### config.mk
export PLATFORM = sky130hd
export DESIGN_NAME = irq_sequencer
export DESIGN_NICKNAME = d
export VERILOG_FILES = /design/src/rtl/irq_pkg.sv /design/src/rtl/irq_prio_enc.sv /design/src/rtl/irq_sequencer.sv
export SDC_FILE = /design/constraint.sdc
export NUM_CORES = 1
export LEC_CHECK = 0
export CAP_MARGIN = 10
export CORE_MARGIN = 5
export CORE_UTILIZATION = 40
export DETAILED_ROUTE_END_ITERATION = 6
export PLACE_DENSITY = 0.76
export SLEW_MARGIN = 0
export SYNTH_ARGS = -nofsm -noshare
export SYNTH_HDL_FRONTEND = slang
export SYNTH_SLANG_ARGS = --single-unit
### constraint.sdc
create_clock -name clk -period 3.6 [get_ports clk]
set_input_delay 0.72 -clock clk [delete_from_list [all_inputs] [get_ports clk]]
set_output_delay 0.72 -clock clk [all_outputs]
set_load 0.02 [all_outputs]
### src/rtl/irq_pkg.sv
// Shared types and constants for the interrupt sequencer.
package irq_pkg;

    // Sequencer states
    typedef enum logic [1:0] {
        IDLE  = 2'd0,
        FLUSH = 2'd1,
        ENTER = 2'd2,
        ISR   = 2'd3
    } irq_state_e;

    // Source indices as wired on the core
    localparam int unsigned SRC_PPU = 0;
    localparam int unsigned SRC_ACC = 1;
    localparam int unsigned SRC_ETH = 2;
    localparam int unsigned SRC_TMR = 3;

    // Width of a source index, never less than one bit
    function automatic int unsigned idx_width(input int unsigned num_src);
        return (num_src <= 1) ? 1 : $clog2(num_src);
    endfunction

endpackage

### src/rtl/irq_prio_enc.sv
// Fixed-priority encoder: the lowest set request index wins.
module irq_prio_enc
    import irq_pkg::*;
#(
    parameter int unsigned NUM_SRC = 4,
    parameter int unsigned IDX_W   = idx_width(NUM_SRC)
) (
    input  logic [NUM_SRC-1:0] req,
    output logic               any,
    output logic [IDX_W-1:0]   index,
    output logic [NUM_SRC-1:0] onehot
);

    // Scan from the top down so the lowest set bit is the last one written
    always_comb begin
        any    = 1'b0;
        index  = '0;
        onehot = '0;
        for (int i = NUM_SRC - 1; i >= 0; i--) begin
            if (req[i]) begin
                any    = 1'b1;
                index  = IDX_W'(i);
                onehot = NUM_SRC'(1) << i;
            end
        end
    end

endmodule

### src/rtl/irq_sequencer.sv
// Interrupt controller: latches edges, masks, and sequences pipeline
// flush / redirect on entry and the return redirect on rti.
module irq_sequencer
    import irq_pkg::*;
#(
    parameter int unsigned NUM_SRC      = 4,
    parameter int unsigned XLEN         = 32,
    parameter int unsigned DRAIN_CYCLES = 3
) (
    input  logic               clk,
    input  logic               rst_n,
    input  logic [NUM_SRC-1:0] irq_src,
    input  logic               mask_wr,
    input  logic [NUM_SRC-1:0] mask_data,
    input  logic               rsi_ex,
    input  logic [XLEN-1:0]    rsi_data,
    input  logic               rti_ex,
    input  logic [XLEN-1:0]    commit_pc,
    input  logic               pipe_stall,
    output logic               flush,
    output logic               redirect_valid,
    output logic [XLEN-1:0]    redirect_pc,
    output logic               in_isr,
    output logic [NUM_SRC-1:0] irq_ack,
    output logic [XLEN-1:0]    cause_data
);

    localparam int unsigned IDX_W = idx_width(NUM_SRC);
    localparam int unsigned CNT_W = (DRAIN_CYCLES <= 1) ? 1 : $clog2(DRAIN_CYCLES);

    irq_state_e         state_q;
    irq_state_e         state_d;
    logic [CNT_W-1:0]   cnt_q;
    logic [CNT_W-1:0]   cnt_d;
    logic               take;
    logic               rti_ret;

    logic [NUM_SRC-1:0] src_prev_q;
    logic [NUM_SRC-1:0] pending_q;
    logic [NUM_SRC-1:0] mask_q;
    logic [XLEN-1:0]    handler_q;
    logic               handler_valid_q;
    logic [XLEN-1:0]    epc_q;
    logic [IDX_W-1:0]   cause_q;

    logic               flush_q;
    logic               redirect_q;
    logic [XLEN-1:0]    redirect_pc_q;
    logic               in_isr_q;
    logic [NUM_SRC-1:0] ack_q;

    logic [NUM_SRC-1:0] src_rise;
    logic [NUM_SRC-1:0] req;
    logic               enc_any;
    logic [IDX_W-1:0]   enc_index;
    logic [NUM_SRC-1:0] enc_onehot;

    assign src_rise = irq_src & ~src_prev_q;
    assign req      = pending_q & mask_q;

    irq_prio_enc #(
        .NUM_SRC (NUM_SRC),
        .IDX_W   (IDX_W)
    ) u_prio_enc (
        .req    (req),
        .any    (enc_any),
        .index  (enc_index),
        .onehot (enc_onehot)
    );

    // State and drain counter registers
    always_ff @(posedge clk or negedge rst_n) begin
        if (!rst_n) begin
            state_q <= IDLE;
            cnt_q   <= '0;
        end else begin
            state_q <= state_d;
            cnt_q   <= cnt_d;
        end
    end

    // Next-state logic, take decision and rti return strobe
    always_comb begin
        state_d = state_q;
        cnt_d   = cnt_q;
        take    = 1'b0;
        rti_ret = 1'b0;
        case (state_q)
            IDLE: begin
                if (enc_any && handler_valid_q && !pipe_stall && !rti_ex) begin
                    take    = 1'b1;
                    cnt_d   = CNT_W'(DRAIN_CYCLES - 1);
                    state_d = FLUSH;
                end
            end
            FLUSH: begin
                if (!pipe_stall) begin
                    if (cnt_q == '0) begin
                        state_d = ENTER;
                    end else begin
                        cnt_d = cnt_q - CNT_W'(1);
                    end
                end
            end
            ENTER: begin
                state_d = ISR;
            end
            ISR: begin
                if (rti_ex) begin
                    rti_ret = 1'b1;
                    state_d = IDLE;
                end
            end
            default: begin
                state_d = IDLE;
            end
        endcase
    end

    // Edge capture, pending/mask, handler, return PC and cause registers
    always_ff @(posedge clk or negedge rst_n) begin
        if (!rst_n) begin
            src_prev_q      <= '0;
            pending_q       <= '0;
            mask_q          <= '0;
            handler_q       <= '0;
            handler_valid_q <= 1'b0;
            epc_q           <= '0;
            cause_q         <= '0;
        end else begin
            src_prev_q <= irq_src;
            // A fresh edge on the source being acknowledged re-arms it
            pending_q  <= (pending_q & ~(take ? enc_onehot : '0)) | src_rise;
            if (mask_wr) begin
                mask_q <= mask_data;
            end
            // An rsi caught in the flush window is being squashed
            if (rsi_ex && (state_q != FLUSH)) begin
                handler_q       <= rsi_data;
                handler_valid_q <= 1'b1;
            end
            if (take) begin
                epc_q   <= commit_pc;
                cause_q <= enc_index;
            end
        end
    end

    // Registered pipeline-control outputs decoded from the next state
    always_ff @(posedge clk or negedge rst_n) begin
        if (!rst_n) begin
            flush_q       <= 1'b0;
            redirect_q    <= 1'b0;
            redirect_pc_q <= '0;
            in_isr_q      <= 1'b0;
            ack_q         <= '0;
        end else begin
            flush_q       <= (state_d == FLUSH) || (state_d == ENTER);
            redirect_q    <= (state_d == ENTER);
            redirect_pc_q <= (state_d == ENTER) ? handler_q : '0;
            in_isr_q      <= (state_d == ISR);
            ack_q         <= take ? enc_onehot : '0;
        end
    end

    // Return redirect bypasses the output register so fetch turns the same cycle
    assign flush          = flush_q;
    assign redirect_valid = redirect_q | rti_ret;
    assign redirect_pc    = rti_ret ? epc_q : redirect_pc_q;
    assign in_isr         = in_isr_q;
    assign irq_ack        = ack_q;
    assign cause_data     = XLEN'(cause_q);

endmodule

Word-level counts from Yosys, hierarchy flattened
Cells that the tools add are included.
{"block": "word_totals", "ff_bits": 122, "output_inout_bits": 71, "word_cells": 71}
{"block": "classes", "add_sub_neg": 1, "eq_ne": 10, "muxes": 28, "bitwise": 7, "n_reduce_logical": 11}
{"cell": "2-to-1 mux 32 bit", "count": 2}
{"cell": "2-to-1 mux 2 bit", "count": 11}
{"cell": "2-to-1 mux 4 bit", "count": 5}
{"cell": "AND 4 bit", "count": 3}
{"cell": "equality test 2 bit, second input constant", "count": 4}
{"cell": "2-to-1 mux 1 bit", "count": 8}
{"cell": "NOT 4 bit", "count": 2}
{"cell": "one-hot mux 2 bit (4 select lines)", "count": 1}
{"cell": "!= test 2 bit, second input constant", "count": 3}
{"cell": "equality test 2 x 1 -> 1 bit, second input constant", "count": 2}
{"cell": "logical AND 1 bit", "count": 4}
{"cell": "zero test 2 bit", "count": 2}
{"cell": "OR 4 bit", "count": 1}
{"cell": "one-hot mux 2 bit (2 select lines)", "count": 1}
{"cell": "AND reduction 4 bit", "count": 1}
{"cell": "zero test 1 bit", "count": 2}
{"cell": "!= test 2 x 1 -> 1 bit, second input constant", "count": 1}
{"cell": "nonzero test 2 bit", "count": 1}
{"cell": "subtractor 2 x 1 -> 2 bit, second input constant", "count": 1}
{"cell": "logical OR 1 bit", "count": 1}
{"cell": "OR 1 bit", "count": 1}

Depth between registers and ports, before layout
{"block": "depth", "word_depth": 14, "depth_mapped": 8}

Hierarchy
From an unflattened synthesis, not the netlist that was laid out.
{"block": "hier_totals", "cells_unflattened": 366, "hier_area_um2": 5243.8}
{"mod": "irq_sequencer", "instances": 1, "cells_per_inst": 355, "area_each_um2": 5182.5, "seq_area_each_um2": 3052.9}
{"mod": "irq_prio_enc", "instances": 1, "cells_per_inst": 11, "area_each_um2": 61.3, "seq_area_each_um2": 0.0}

Worst setup path before layout
No wires, ideal clock.
{"block": "synth_timing", "kind": "in2reg", "startpoint": "input pipe_stall", "endpoint": "register redirect_pc_q[10]", "setup_time_ps": 119, "arrival_time_ps": 2442, "required_ps": 3481, "path_slack_ps": 1039, "cell_stages": 7, "cell_sequence": "or4b_4 -> a211oi_4 -> buf_6 -> a21oi_1 -> ha_1 -> clkbuf_1 -> and2_1"}
{"block": "synth_between", "elab_chain_len": 7, "elab_cells_between_ends": 8, "cone_classes": "eq/ne (1); mux (4); reduce/logical (3)"}
{"item": "start, declared", "line_no": "irq_sequencer.sv:19", "rtl": "input logic pipe_stall,"}
{"item": "zero test 1 bit"}
{"item": "logical AND 1 bit (2 in series)", "line_no": "irq_sequencer.sv:90", "rtl": "if (enc_any && handler_valid_q && !pipe_stall && !rti_ex) begin"}
{"item": "2-to-1 mux 2 bit", "line_no": "irq_sequencer.sv:90"}
{"item": "one-hot mux 2 bit (4 select lines) *", "line_no": "irq_sequencer.sv:88", "rtl": "case (state_q)"}
{"item": "equality test 2 bit *", "line_no": "irq_sequencer.sv:160", "rtl": "redirect_pc_q <= (state_d == ENTER) ? handler_q : '0;"}
{"item": "2-to-1 mux 32 bit *", "line_no": "irq_sequencer.sv:160"}
{"item": "end signal, assigned", "line_no": "irq_sequencer.sv:160"}
{"item": "end, declared", "line_no": "irq_sequencer.sv:48", "rtl": "logic [XLEN-1:0] redirect_pc_q;"}
Every way passes the cells marked *; elsewhere a longest branch is shown, timed or not.
A chain may end at the register's enable or synchronous reset.

Worst setup path in the final report
{"block": "layout_timing", "startpoint": "input rti_ex", "endpoint": "output redirect_pc[4]"}
{"block": "layout_between", "elab_chain_len": 3}
{"item": "start, declared", "line_no": "irq_sequencer.sv:17", "rtl": "input logic rti_ex,"}
{"item": "2-to-1 mux 1 bit", "line_no": "irq_sequencer.sv:109", "rtl": "if (rti_ex) begin"}
{"item": "2-to-1 mux 1 bit", "line_no": "irq_sequencer.sv:88"}
{"item": "2-to-1 mux 32 bit", "line_no": "irq_sequencer.sv:169", "rtl": "assign redirect_pc = rti_ret ? epc_q : redirect_pc_q;"}
{"item": "end, declared", "line_no": "irq_sequencer.sv:22", "rtl": "output logic [XLEN-1:0] redirect_pc,"}
No other way between the ends.

==> results.tsv <==
metric	value	unit
Synth async-reset ratio	100.0	%
Synth Area in Adders	0.9911	%
Clock Latency Late Sink	410	ps
port buffer count	118	
Max Clk Rate	310.1	MHz
startpoint types	input port	
sequential cell area	3053	sq um
initial antenna violation count	0	
GRT Residual Overflow	0	
DP HPWL	7.127	mm
TritonCTS buffer count	17	
WL/cell	15.25	microns
Pwr Density	759.6	nW/um^2
Max-Cap Viols	0	
crit path max fanout	18	
most numerous cell in the Yosys netlist	dfrtp_1	
setup bufs post-CTS	0	
Worst setup EP type	output pin	
Largest delay share family, worst path	buffers and inverters	
Yosys reg bits	122	
CP max stage delay	550	ps
post-synth top area cell	dfrtp_1	
DR iter-0 viols	188	
Mean Syn Cell Area	14.11	sq um
Cells after Synth	358	
clk_skew	4.888	ps
die height	122.4	microns
Final Setup Violations	0	
Area Overhead vs Synth	36.94	%
die area	14970	sq um
RSZ-0062 raised after global routing	no	
clock root buffer	clkbuf_16	
minimum clock period	3225	ps
post-CTS sizing	0	
Slew headroom	36.55	%
critical path, cell by cell	clkdlybuf4s50_1 > nand3_2 > buf_4 > mux2_2 > clkdlybuf4s50_1	
mux share of post-synthesis cell area	22.70	%
first-pass GRT wire length	16.69	mm
Layout fillers	1076	
pin count of the biggest net entering global routing	70	
cells taking the most area after synthesis	dfrtp_1, mux2_2, buf_4	
compound-gate portion of the synthesized area	2.106	%
WHS	358.1	ps
Synth Area in Simple Gates	7.012	%
clk sinks	122	
ys flop type	dfrtp_1	
post-synthesis xor/xnor area fraction	0	%
Final Cycle Share	89.58	%
Antenna Nets Post-Route	0	
GRT Total Usage	14.77	%
combinational family with the most area after synthesis	multiplexers	
sequential area share after synthesis	60.46	%
final wirelength	10.22	mm
Final Max Tran Viols	0	
routed vias/inst	4.493	
Cell variety after synth	28	
Worst Max-Slew Pin Slew	951.7	ps
clock slew at reported path FFs	50	ps
Max VDD drop	0.4367	mV
CP bufs+invs	3	
Syn Std Cell Area	5050	sq um
row count	41	
Synth Warn #	0	
HP Class	input port to asynchronous set/reset pin	
cell mode on critical path	clkdlybuf4s50_1	
total number of vias	3010	
layout cells sized above 1	28.11	%
number of global-route vias before repair	3385	
Fin. Hold Viols	0	
Nets	567	
EDFF count, synth	0	
CTS tree	built	
H-tree depth	4	
GPL Wtd Cong	0.7680	
Die W	122.4	microns
Max Root-Sink Buffers	2	
drt first pass iters	5	
n_diodes	0	
status	complete, no violations	
CTS Hold Buffers Added	0	
crit path DAT	2500	ps
DRC viols	0	
critical path's slowest cell	clkdlybuf4s50_1	
Commonest cells post-synth	dfrtp_1, mux2_2, and2_1	
multi-input logic area	1777	sq um
IO Pins	149	
top-area cell type share of the netlist area	60.46	%
P_leak	0.003145	uW
Core ar.	12520	sq um
Worst Path Required	2880	ps
Setup TNS	0	ps
Crit Path Category	input port to output pin	
Initial Util	40.34	%
## final timing paths
| check | startpoint | endpoint | slack (ps) | cells after the start |
|---|---|---|---|---|
| setup / recovery | rti_ex | redirect_pc[4] | 380 | 5 |
| hold / removal | rst_n | handler_q[24] | 360 | 1 |
| setup reg to reg | state_q[0] | redirect_pc_q[14] | 1190 | 5 |
| hold reg to reg | handler_valid_q | handler_valid_q | 470 | 1 |
| max in group asynchronous | rst_n | epc_q[16] | 2420 | 2 |
| min in group clk | handler_valid_q | handler_valid_q | 470 | 1 |
## where the power goes
part / internal [uW] / total, uW / switching (uW)
logic: 816 / 1460 / 640
registers: 1860 / 2090 / 232
clock network: 1140 / 1700 / 560
## kinds of logic after synthesis
group                      count (synthesis)
and+or+nand+nor                           63
other                                      1
muxes                                    102
DFF                                      122
adders and majority gates                  4
AOI/OAI and AO/OA                         13
buffers and inverters                     53
## cell usage in the layout (no fill, tap or decap), drive strengths merged
master | netlist | final
bufinv | 0 | 2
buf | 36 | 5
nand2 | 10 | 10
inv | 10 | 10
conb | 1 | 30
or2 | 1 | 1
a211oi | 1 | 1
or4b | 1 | 1
nand4 | 1 | 1
or3 | 1 | 1
mux2i | 2 | 2
a21o | 1 | 1
and2 | 32 | 32
nand3 | 4 | 4
clkdlybuf4s50 | 0 | 117
a22oi | 2 | 2
a2bb2oi | 1 | 1
a21oi | 3 | 3
clkinvlp | 0 | 1
clkinv | 0 | 3
clkbuf | 7 | 26
nor3 | 2 | 2
nor2 | 6 | 6
ha | 4 | 4
nand2b | 5 | 5
o21ai | 1 | 1
a22o | 4 | 4
dfrtp | 122 | 122
mux2 | 100 | 100
## area by class of cell
| type | count | area share (%) |
|---|---|---|
| sequential | 122 | 44.15 |
| multi-input combinational | 212 | 25.69 |
| timing repair buffer | 122 | 17.66 |
| clock buffer | 26 | 7.653 |
| tap | 172 | 3.112 |
| clock inverter | 6 | 1.194 |
| inverter | 10 | 0.5428 |
## sequential cells by signal, indices dropped and copies added (netlist names), 2 cells and up
signal	cells
irq_ack	4
epc_q	32
redirect_pc_q	32
cnt_q	2
cause_q	2
pending_q	4
mask_q	4
src_prev_q	4
state_q	2
handler_q	32
## routing by layer
metal	GRT usage, %	up-vias	share of wire, %
met3	4.516	13	5.6
li1	-	1406	-
met1	17.75	1495	42
met4	6.508	0	1.9
met5	0	-	0
met2	24.53	96	51
## stage by stage
step                      setup slack [ps]  util (%)  cells  power, uW  cell area (sq um)
after floorplan                       1039         -    387       3050               5159
after global placement               416.3     50.36    638       3506               6304
after detailed placement             372.2     50.36    638       3595               6304
after CTS                            373.3     55.25    670       5329               6915
after global routing                 332.6     55.25    670       5558               6915
final                                375.1     55.25    670       5253               6915
Note: power is estimated with default switching activity, not from simulation.
